**config.mk**
```make
export PLATFORM = sky130hd
export DESIGN_NAME = hazard_stall_ctrl
export DESIGN_NICKNAME = d
export VERILOG_FILES = /design/src/rtl/hazard_stall_ctrl.sv
export SDC_FILE = /design/constraint.sdc
export NUM_CORES = 1
export LEC_CHECK = 0
export ABC_AREA = 1
export BUFFER_PORTS_ARGS = -buffer_cell sky130_fd_sc_hd__buf_2
export CORE_MARGIN = 5
export CORE_UTILIZATION = 50
export DETAILED_ROUTE_END_ITERATION = 16
export PLACE_DENSITY = 0.82
export SLEW_MARGIN = 10
export SYNTH_ARGS = -nofsm -noshare
export SYNTH_HDL_FRONTEND = slang
export SYNTH_SLANG_ARGS = --single-unit
export TNS_END_PERCENT = 100
```
**constraint.sdc**
```tcl
create_clock -name clk_i -period 2.1 [get_ports clk_i]
set_input_delay 0.42 -clock clk_i [delete_from_list [all_inputs] [get_ports clk_i]]
set_output_delay 0.42 -clock clk_i [all_outputs]
set_load 0.005 [all_outputs]
```
**src/rtl/hazard_stall_ctrl.sv**
```systemverilog
// hazard_stall_ctrl
//   Pipeline hazard unit for a 5-stage in-order core.
//   Handles three hazard sources:
//     - load-use stalls, inserted as a bubble in ID/EX;
//     - multi-cycle MDU ops, which freeze the front of the pipe for MDU_LAT cycles;
//     - taken-branch flushes, which have the highest priority.
//   Keeps saturating performance counters for stall cycles and branch flushes.
//
// Parameters
//   MDU_LAT  total EX-stage cycles of a mul/div op (2..15)
//   CNT_W    width of the performance counters
//
// Ports
//   clk_i                               clock; all state updates on its rising edge
//   rst_i                               synchronous reset, active low
//   IFID_rs_i, IFID_rt_i                source register fields of the ID instruction
//   IDEX_rt_i, IDEX_memread_i           destination and load flag of the EX instruction
//   mdu_start_i                         level; a mul/div op occupies ID/EX
//   branch_taken_i                      the branch in MEM resolved taken
//   pc_write_o, ifid_write_o,
//   idex_write_o                        pipeline register write enables
//   bubble_sel_o                        1 selects all-zero ID control
//   ifid_flush_o, idex_flush_o,
//   exmem_flush_o                       clear the named pipeline register
//   mdu_busy_o, mdu_done_o              MDU stall active / MDU release pulse
//   stall_cnt_o, flush_cnt_o            saturating stall-cycle / branch-flush counters
module hazard_stall_ctrl #(
  parameter int unsigned MDU_LAT = 4,
  parameter int unsigned CNT_W   = 16
) (
  input  logic             clk_i,
  input  logic             rst_i,
  input  logic [4:0]       IFID_rs_i,
  input  logic [4:0]       IFID_rt_i,
  input  logic [4:0]       IDEX_rt_i,
  input  logic             IDEX_memread_i,
  input  logic             mdu_start_i,
  input  logic             branch_taken_i,
  output logic             pc_write_o,
  output logic             ifid_write_o,
  output logic             idex_write_o,
  output logic             bubble_sel_o,
  output logic             ifid_flush_o,
  output logic             idex_flush_o,
  output logic             exmem_flush_o,
  output logic             mdu_busy_o,
  output logic             mdu_done_o,
  output logic [CNT_W-1:0] stall_cnt_o,
  output logic [CNT_W-1:0] flush_cnt_o
);

  typedef enum logic [1:0] {
    RUN      = 2'd0,
    MDU_WAIT = 2'd1,
    MDU_DONE = 2'd2
  } state_t;

  state_t           state;
  logic [3:0]       cnt;
  logic [CNT_W-1:0] stall_cnt;
  logic [CNT_W-1:0] flush_cnt;
  logic             load_use;

  // A load into $zero never creates a real dependency.
  assign load_use = IDEX_memread_i && (IDEX_rt_i != 5'd0) &&
                    ((IDEX_rt_i == IFID_rs_i) || (IDEX_rt_i == IFID_rt_i));

  always_comb begin
    pc_write_o    = 1'b1;
    ifid_write_o  = 1'b1;
    idex_write_o  = 1'b1;
    bubble_sel_o  = 1'b0;
    ifid_flush_o  = 1'b0;
    idex_flush_o  = 1'b0;
    exmem_flush_o = 1'b0;
    mdu_busy_o    = 1'b0;
    mdu_done_o    = 1'b0;
    // Outputs are forced to their idle values while reset is held.
    if (rst_i) begin
      if (branch_taken_i) begin
        ifid_flush_o  = 1'b1;
        idex_flush_o  = 1'b1;
        exmem_flush_o = 1'b1;
      end else begin
        unique case (state)
          RUN: begin
            if (mdu_start_i) begin
              pc_write_o    = 1'b0;
              ifid_write_o  = 1'b0;
              idex_write_o  = 1'b0;
              exmem_flush_o = 1'b1;
              mdu_busy_o    = 1'b1;
            end else if (load_use) begin
              pc_write_o   = 1'b0;
              ifid_write_o = 1'b0;
              bubble_sel_o = 1'b1;
            end
          end
          MDU_WAIT: begin
            // Load-use is irrelevant here: the front of the pipe is frozen.
            pc_write_o    = 1'b0;
            ifid_write_o  = 1'b0;
            idex_write_o  = 1'b0;
            exmem_flush_o = 1'b1;
            mdu_busy_o    = 1'b1;
          end
          MDU_DONE: begin
            mdu_done_o = 1'b1;
            if (load_use) begin
              pc_write_o   = 1'b0;
              ifid_write_o = 1'b0;
              bubble_sel_o = 1'b1;
            end
          end
          default: ;
        endcase
      end
    end
  end

  always_ff @(posedge clk_i) begin
    if (!rst_i) begin
      state     <= RUN;
      cnt       <= '0;
      stall_cnt <= '0;
      flush_cnt <= '0;
    end else begin
      if (branch_taken_i) begin
        state <= RUN;
        cnt   <= '0;
      end else begin
        unique case (state)
          RUN: begin
            if (mdu_start_i) begin
              // The RUN cycle that sees the start is the first stall cycle.
              state <= MDU_WAIT;
              cnt   <= 4'(MDU_LAT - 1);
            end
          end
          MDU_WAIT: begin
            cnt <= cnt - 4'd1;
            if (cnt == 4'd1) state <= MDU_DONE;
          end
          MDU_DONE: state <= RUN;
          default:  state <= RUN;
        endcase
      end
      if (!pc_write_o && (stall_cnt != '1)) stall_cnt <= stall_cnt + 1'b1;
      if (branch_taken_i && (flush_cnt != '1)) flush_cnt <= flush_cnt + 1'b1;
    end
  end

  assign stall_cnt_o = stall_cnt;
  assign flush_cnt_o = flush_cnt;

endmodule

```
Yosys cells after proc, flatten, opt, wreduce, memory -nomap -nowiden
Index checks and enable logic that the tools add are counted.
{ "totals": {"register_bits": 38, "in_bits": 20, "out_inout_bits": 41, "wordCells": 59} }
{ "op_classes": {"add_sub_neg": 3, "eq_ne": 9, "n_mux": 30, "bitwise": 1, "n_reduce_logical": 12} }
{ "op_table": {"columns": ["cell", "n"], "rows": [
  ["16-bit by 1-bit adder with 16-bit output, second input constant", 2],
  ["16-bit != test, second input constant", 2],
  ["1-bit two-way mux", 21],
  ["5-bit == test", 2],
  ["4-bit case mux with 2 select lines", 1],
  ["1-bit case mux with 2 select lines", 3],
  ["5-bit nonzero test", 1],
  ["4-bit by 1-bit == test with 1-bit output, second input constant", 1],
  ["1-bit logical AND", 4],
  ["2-bit two-way mux", 2],
  ["4-bit two-way mux", 1],
  ["2-bit != test, second input constant", 2],
  ["2-bit case mux with 2 select lines", 1],
  ["2-bit AND reduction", 2],
  ["4-bit by 1-bit subtractor with 4-bit output, second input constant", 1],
  ["1-bit case mux with 3 select lines", 1],
  ["2-bit by 1-bit == test with 1-bit output, second input constant", 1],
  ["2-bit == test, second input constant", 1],
  ["2-bit zero test", 1],
  ["2-bit nonzero test", 1],
  ["2-bit OR reduction", 1],
  ["1-bit zero test", 1],
  ["1-bit logical OR", 1],
  ["1-bit inverter", 1]
]} }

Longest topological paths before layout
{ "logic_depth": {"word_depth": 10, "ltp_mapped": 12, "depth_no_buf": 12} }

Worst setup path after synthesis
No wires, ideal clock.
{ "synth_path": {"path_kind": "input to output", "startpoint": "input IFID_rs_i[4]", "endpoint": "output pc_write_o", "arrival_time_ns": 1.370, "required_ns": 1.680, "path_slack_ns": 0.310, "path_stages": 11, "n_path_buf": 2, "path_cell_list": "inv_1 -> nand2_1 -> nand2_1 -> nor2_1 -> nand3_1 -> nand2_1 -> nand2_1 -> nand2_2 -> buf_2 -> nand2_1 -> buf_4"} }
{ "synth_via": {"elab_chain_len": 8} }
{ "synth_lines": {"columns": ["element", "line_no", "rtl"], "rows": [
  ["start: declaration", "33", "input logic [4:0] IFID_rs_i,"],
  ["5-bit == test *", "66", "((IDEX_rt_i == IFID_rs_i) || (IDEX_rt_i == IFID_rt_i));"],
  ["1-bit logical OR *", "66", null],
  ["1-bit logical AND *", "65", "assign load_use = IDEX_memread_i && (IDEX_rt_i != 5'd0) &&"],
  ["1-bit two-way mux *", null, null],
  ["1-bit two-way mux", null, null],
  ["1-bit case mux with 3 select lines *", null, null],
  ["1-bit two-way mux * (2 in a row)", null, null],
  ["end: declaration", "39", "output logic pc_write_o,"]
]} }
Mark *: on every way between the ends. The rest lies on a longest branch, timed or not.

Final worst setup path
{ "layout_path": {"startpoint": "register state[0]", "endpoint": "output ifid_write_o"} }
{ "layout_via": {"elab_chain_len": 4, "elab_cells_between_ends": 6, "cone_classes": "2 x eq/ne; 3 x mux; 1 x reduce/logical"} }
{ "layout_lines": {"columns": ["element", "line_no", "rtl"], "rows": [
  ["start: declaration", "58", "state_t state;"],
  ["start signal: assignment", "123", "state <= RUN;"],
  ["start signal: assignment", "129", "state <= RUN;"],
  ["start signal: assignment", "136", "state <= MDU_WAIT;"],
  ["2-bit == test (tied with other cells)", "85", "unique case (state)"],
  ["1-bit case mux with 3 select lines *", "85", null],
  ["1-bit two-way mux *", "80", "if (branch_taken_i) begin"],
  ["1-bit two-way mux *", "79", "if (rst_i) begin"],
  ["end: declaration", "40", "output logic ifid_write_o,"]
]} }
Marks and branches as above.

==> flow_summary.json <==
{
  "peakVddDrop_v": 0.000344,
  "holdBufCountCts": 0,
  "initial_core_util": 0.512,
  "detailedPlace.worstSlack_ps": 275,
  "io_pins": 61,
  "share_of_flip_flops_with_an_asynchronous_set_or_reset_after_synthesis": 0,
  "finalWirelength_microns": 6080,
  "ys_top_cells_by_area": "dfxtp_1 (31%), nand2_1 (12%), inv_1 (7.5%), nand4_1 (5.4%), nor2_1 (5.0%)",
  "clk_skew_ps": 4.80,
  "timing.setup.critical_path_class": "register to output port",
  "postSynthNetCount": 385,
  "layout_cells_excl_fill": 496,
  "drt-initial-drc-count": 133,
  "final_critical_path_setup_slack_ps": 261,
  "drive_gt1_frac": 0.256,
  "final_max_slew_viol_count": 0,
  "io_buffers": 60,
  "critical_path_peak_fanout": 6,
  "clk_path_buf_depth": 2,
  "tritoncts_clock_tree": "yes",
  "syn_area_per_cell_sq_um": 6.70,
  "worst_pin_slew_ps": 456,
  "post_cts_repair_setup_buffers": 0,
  "cts-resized-gates": 0,
  "max-cap-violations": 0,
  "fin_crit_period_ps": 1840,
  "core.rowCount": 25,
  "rsz0062_at_grt": "false",
  "clk-insertion-delay-late_ps": 290,
  "synth_cells": 361,
  "leakage_uw": 0.00127,
  "nets": 452,
  "ctsRootBufferMaster": "clkbuf_8",
  "finalHoldViolations": 0,
  "worstHoldPathCells": 4,
  "max_clock_freq_mhz": 544,
  "post-route-drc-count": 0,
  "post_drt_via_cell_ratio": 5.23,
  "number_of_cells_after_detailed_placement": 488,
  "die_h_microns": 79.5,
  "synth_largest_area_cell": "dfxtp_1",
  "post-route-period-util": 0.876,
  "total_power_uw": 1430,
  "mappedNetlistArea_sq_um": 2420,
  "clk_pin_slew_ps": 70,
  "crit_path_end_kind": "output port",
  "grt_remaining_overflow": 0,
  "die_area_sq_um": 6330,
  "detail-route-antenna-nets": 0,
  "synth_top_flop_cell": "dfxtp_1",
  "first_global_vias": 2537,
  "synth.lib_cells_used.distinct": 30,
  "drt_pass1_iterations": 5,
  "worst-endpoint-required_ps": 1680,
  "finalSetupViolCount": 0,
  "first_pass_grt_wire_length_microns": 10500,
  "hold_path_class": "input pin to register",
  "chipWidth_microns": 79.5,
  "synthMostInstantiatedCell": "nand2_1",
  "worst-r2r-cell-count": 7,
  "cellPowerDensity_nw_per_um2": 494,
  "design.core.area_sq_um": 4720,
  "htree_levels": 2,
  "synthDominantCellAreaShare": 0.315,
  "netlist_top_cells_count": "nand2_1 (76), inv_1 (48), dfxtp_1 (38), nor2_1 (32), nand3_1 (22)",
  "outcome": "finished clean",
  "yosys_register_bits": 38,
  "wl_per_cell_microns": 12.3,
  "vias": 2595,
  "global_route.usage.total": 0.202,
  "sequential_share_of_the_synthesized_area": 0.315,
  "synth_enable_flop_cells": 0,
  "worst_ep_arrival_time_ps": 1420,
  "routabilityCongestion": 0.933,
  "fin_setup_tns_ps": 0,
  "grt_max_degree": 22,
  "synthToLayoutAreaGrowth_pct": 20.1,
  "grt_antenna_before_repair": 0,
  "numCtsBuffers": 5,
  "max_transition_margin": 0.693,
  "ys_warn_count": 0,
  "setup.worst_path.start_class": "register",
  "cts.sinks": 38,
  "antennaDiodeCount": 0,
  "detailed_place_hpwl_microns": 4620
}
kinds of logic after synthesis:
group | synth area share
AOI/OAI and AO/OA | 0.125
xor gates and xnor gates | 0.0616
adders and majority gates | 0.0207
buffers and inverters | 0.115
DFF | 0.315
and+or+nand+nor | 0.363
power breakdown:
group,switching (uW),leakage [uW],internal (uW),total (uW)
Combinational,104,0.000912,60.0,164
Sequential,7.87,0.000307,729,737
Clock,268,0.0000472,264,532
Total,380,0.00127,1050,1430
worst max-delay path, cell delays in order, from the launching register on:
cell and delay [ps]:
dfxtp_1 470, inv_1 110, nand2_1 110, inv_1 50, nand2_2 160, nand2_1 100, buf_2 140
layout make-up:
cell class / count / area [sq um]
clock buffer: 6 / 82.6
inverter: 58 / 218
tap: 67 / 83.8
timing repair buffer: 69 / 368
clock inverter: 2 / 12.5
multi-input combinational: 256 / 1380
fill: 424 / 1820
sequential: 38 / 761
placed cells by master (no fill, tap or decap), types with 2 or more instances in the layout:
cell,count
nor3_1,15
inv_1,48
inv_2,8
ha_1,4
a21oi_1,20
o21ai_1,3
xor2_1,10
clkinv_1,2
nand2_1,76
buf_2,60
xnor2_1,7
buf_4,9
o21ai_0,15
clkbuf_8,6
dfxtp_1,38
nor4_1,3
nand2_2,11
nand4_1,21
a21oi_2,9
nand3_1,22
nor2_1,32
routing by layer:
layer	global-route usage	share of wire	wire length, microns
met5	0	0	0
met2	0.356	0.48	2890
met1	0.235	0.44	2660
met3	0.0463	0.073	446
met4	0.0808	0.014	87
worst paths after layout:
path	startpoint	endpoint	slack (ps)
setup / recovery	state[0]	ifid_write_o	260
hold reg to reg	cnt[2]	cnt[2]	490
hold / removal	branch_taken_i	cnt[0]	470
setup reg to reg	stall_cnt_o[1]	stall_cnt_o[10]	290
per-stage QoR:
stage	hold WS, ps	utilization	instance area [sq um]
after detailed placement	480	0.594	2810
after CTS	474	0.615	2900
after global routing	514	0.615	2900
after floorplan	451	-	2420
final	473	0.615	2900
after global placement	464	0.594	2810
state kept, by name, indices dropped and copies added, names as in the netlist:
name	count
flush_cnt_o	16
stall_cnt_o	16
cnt	4
state	2
No activity file was read; power rests on OpenSTA's default activity.
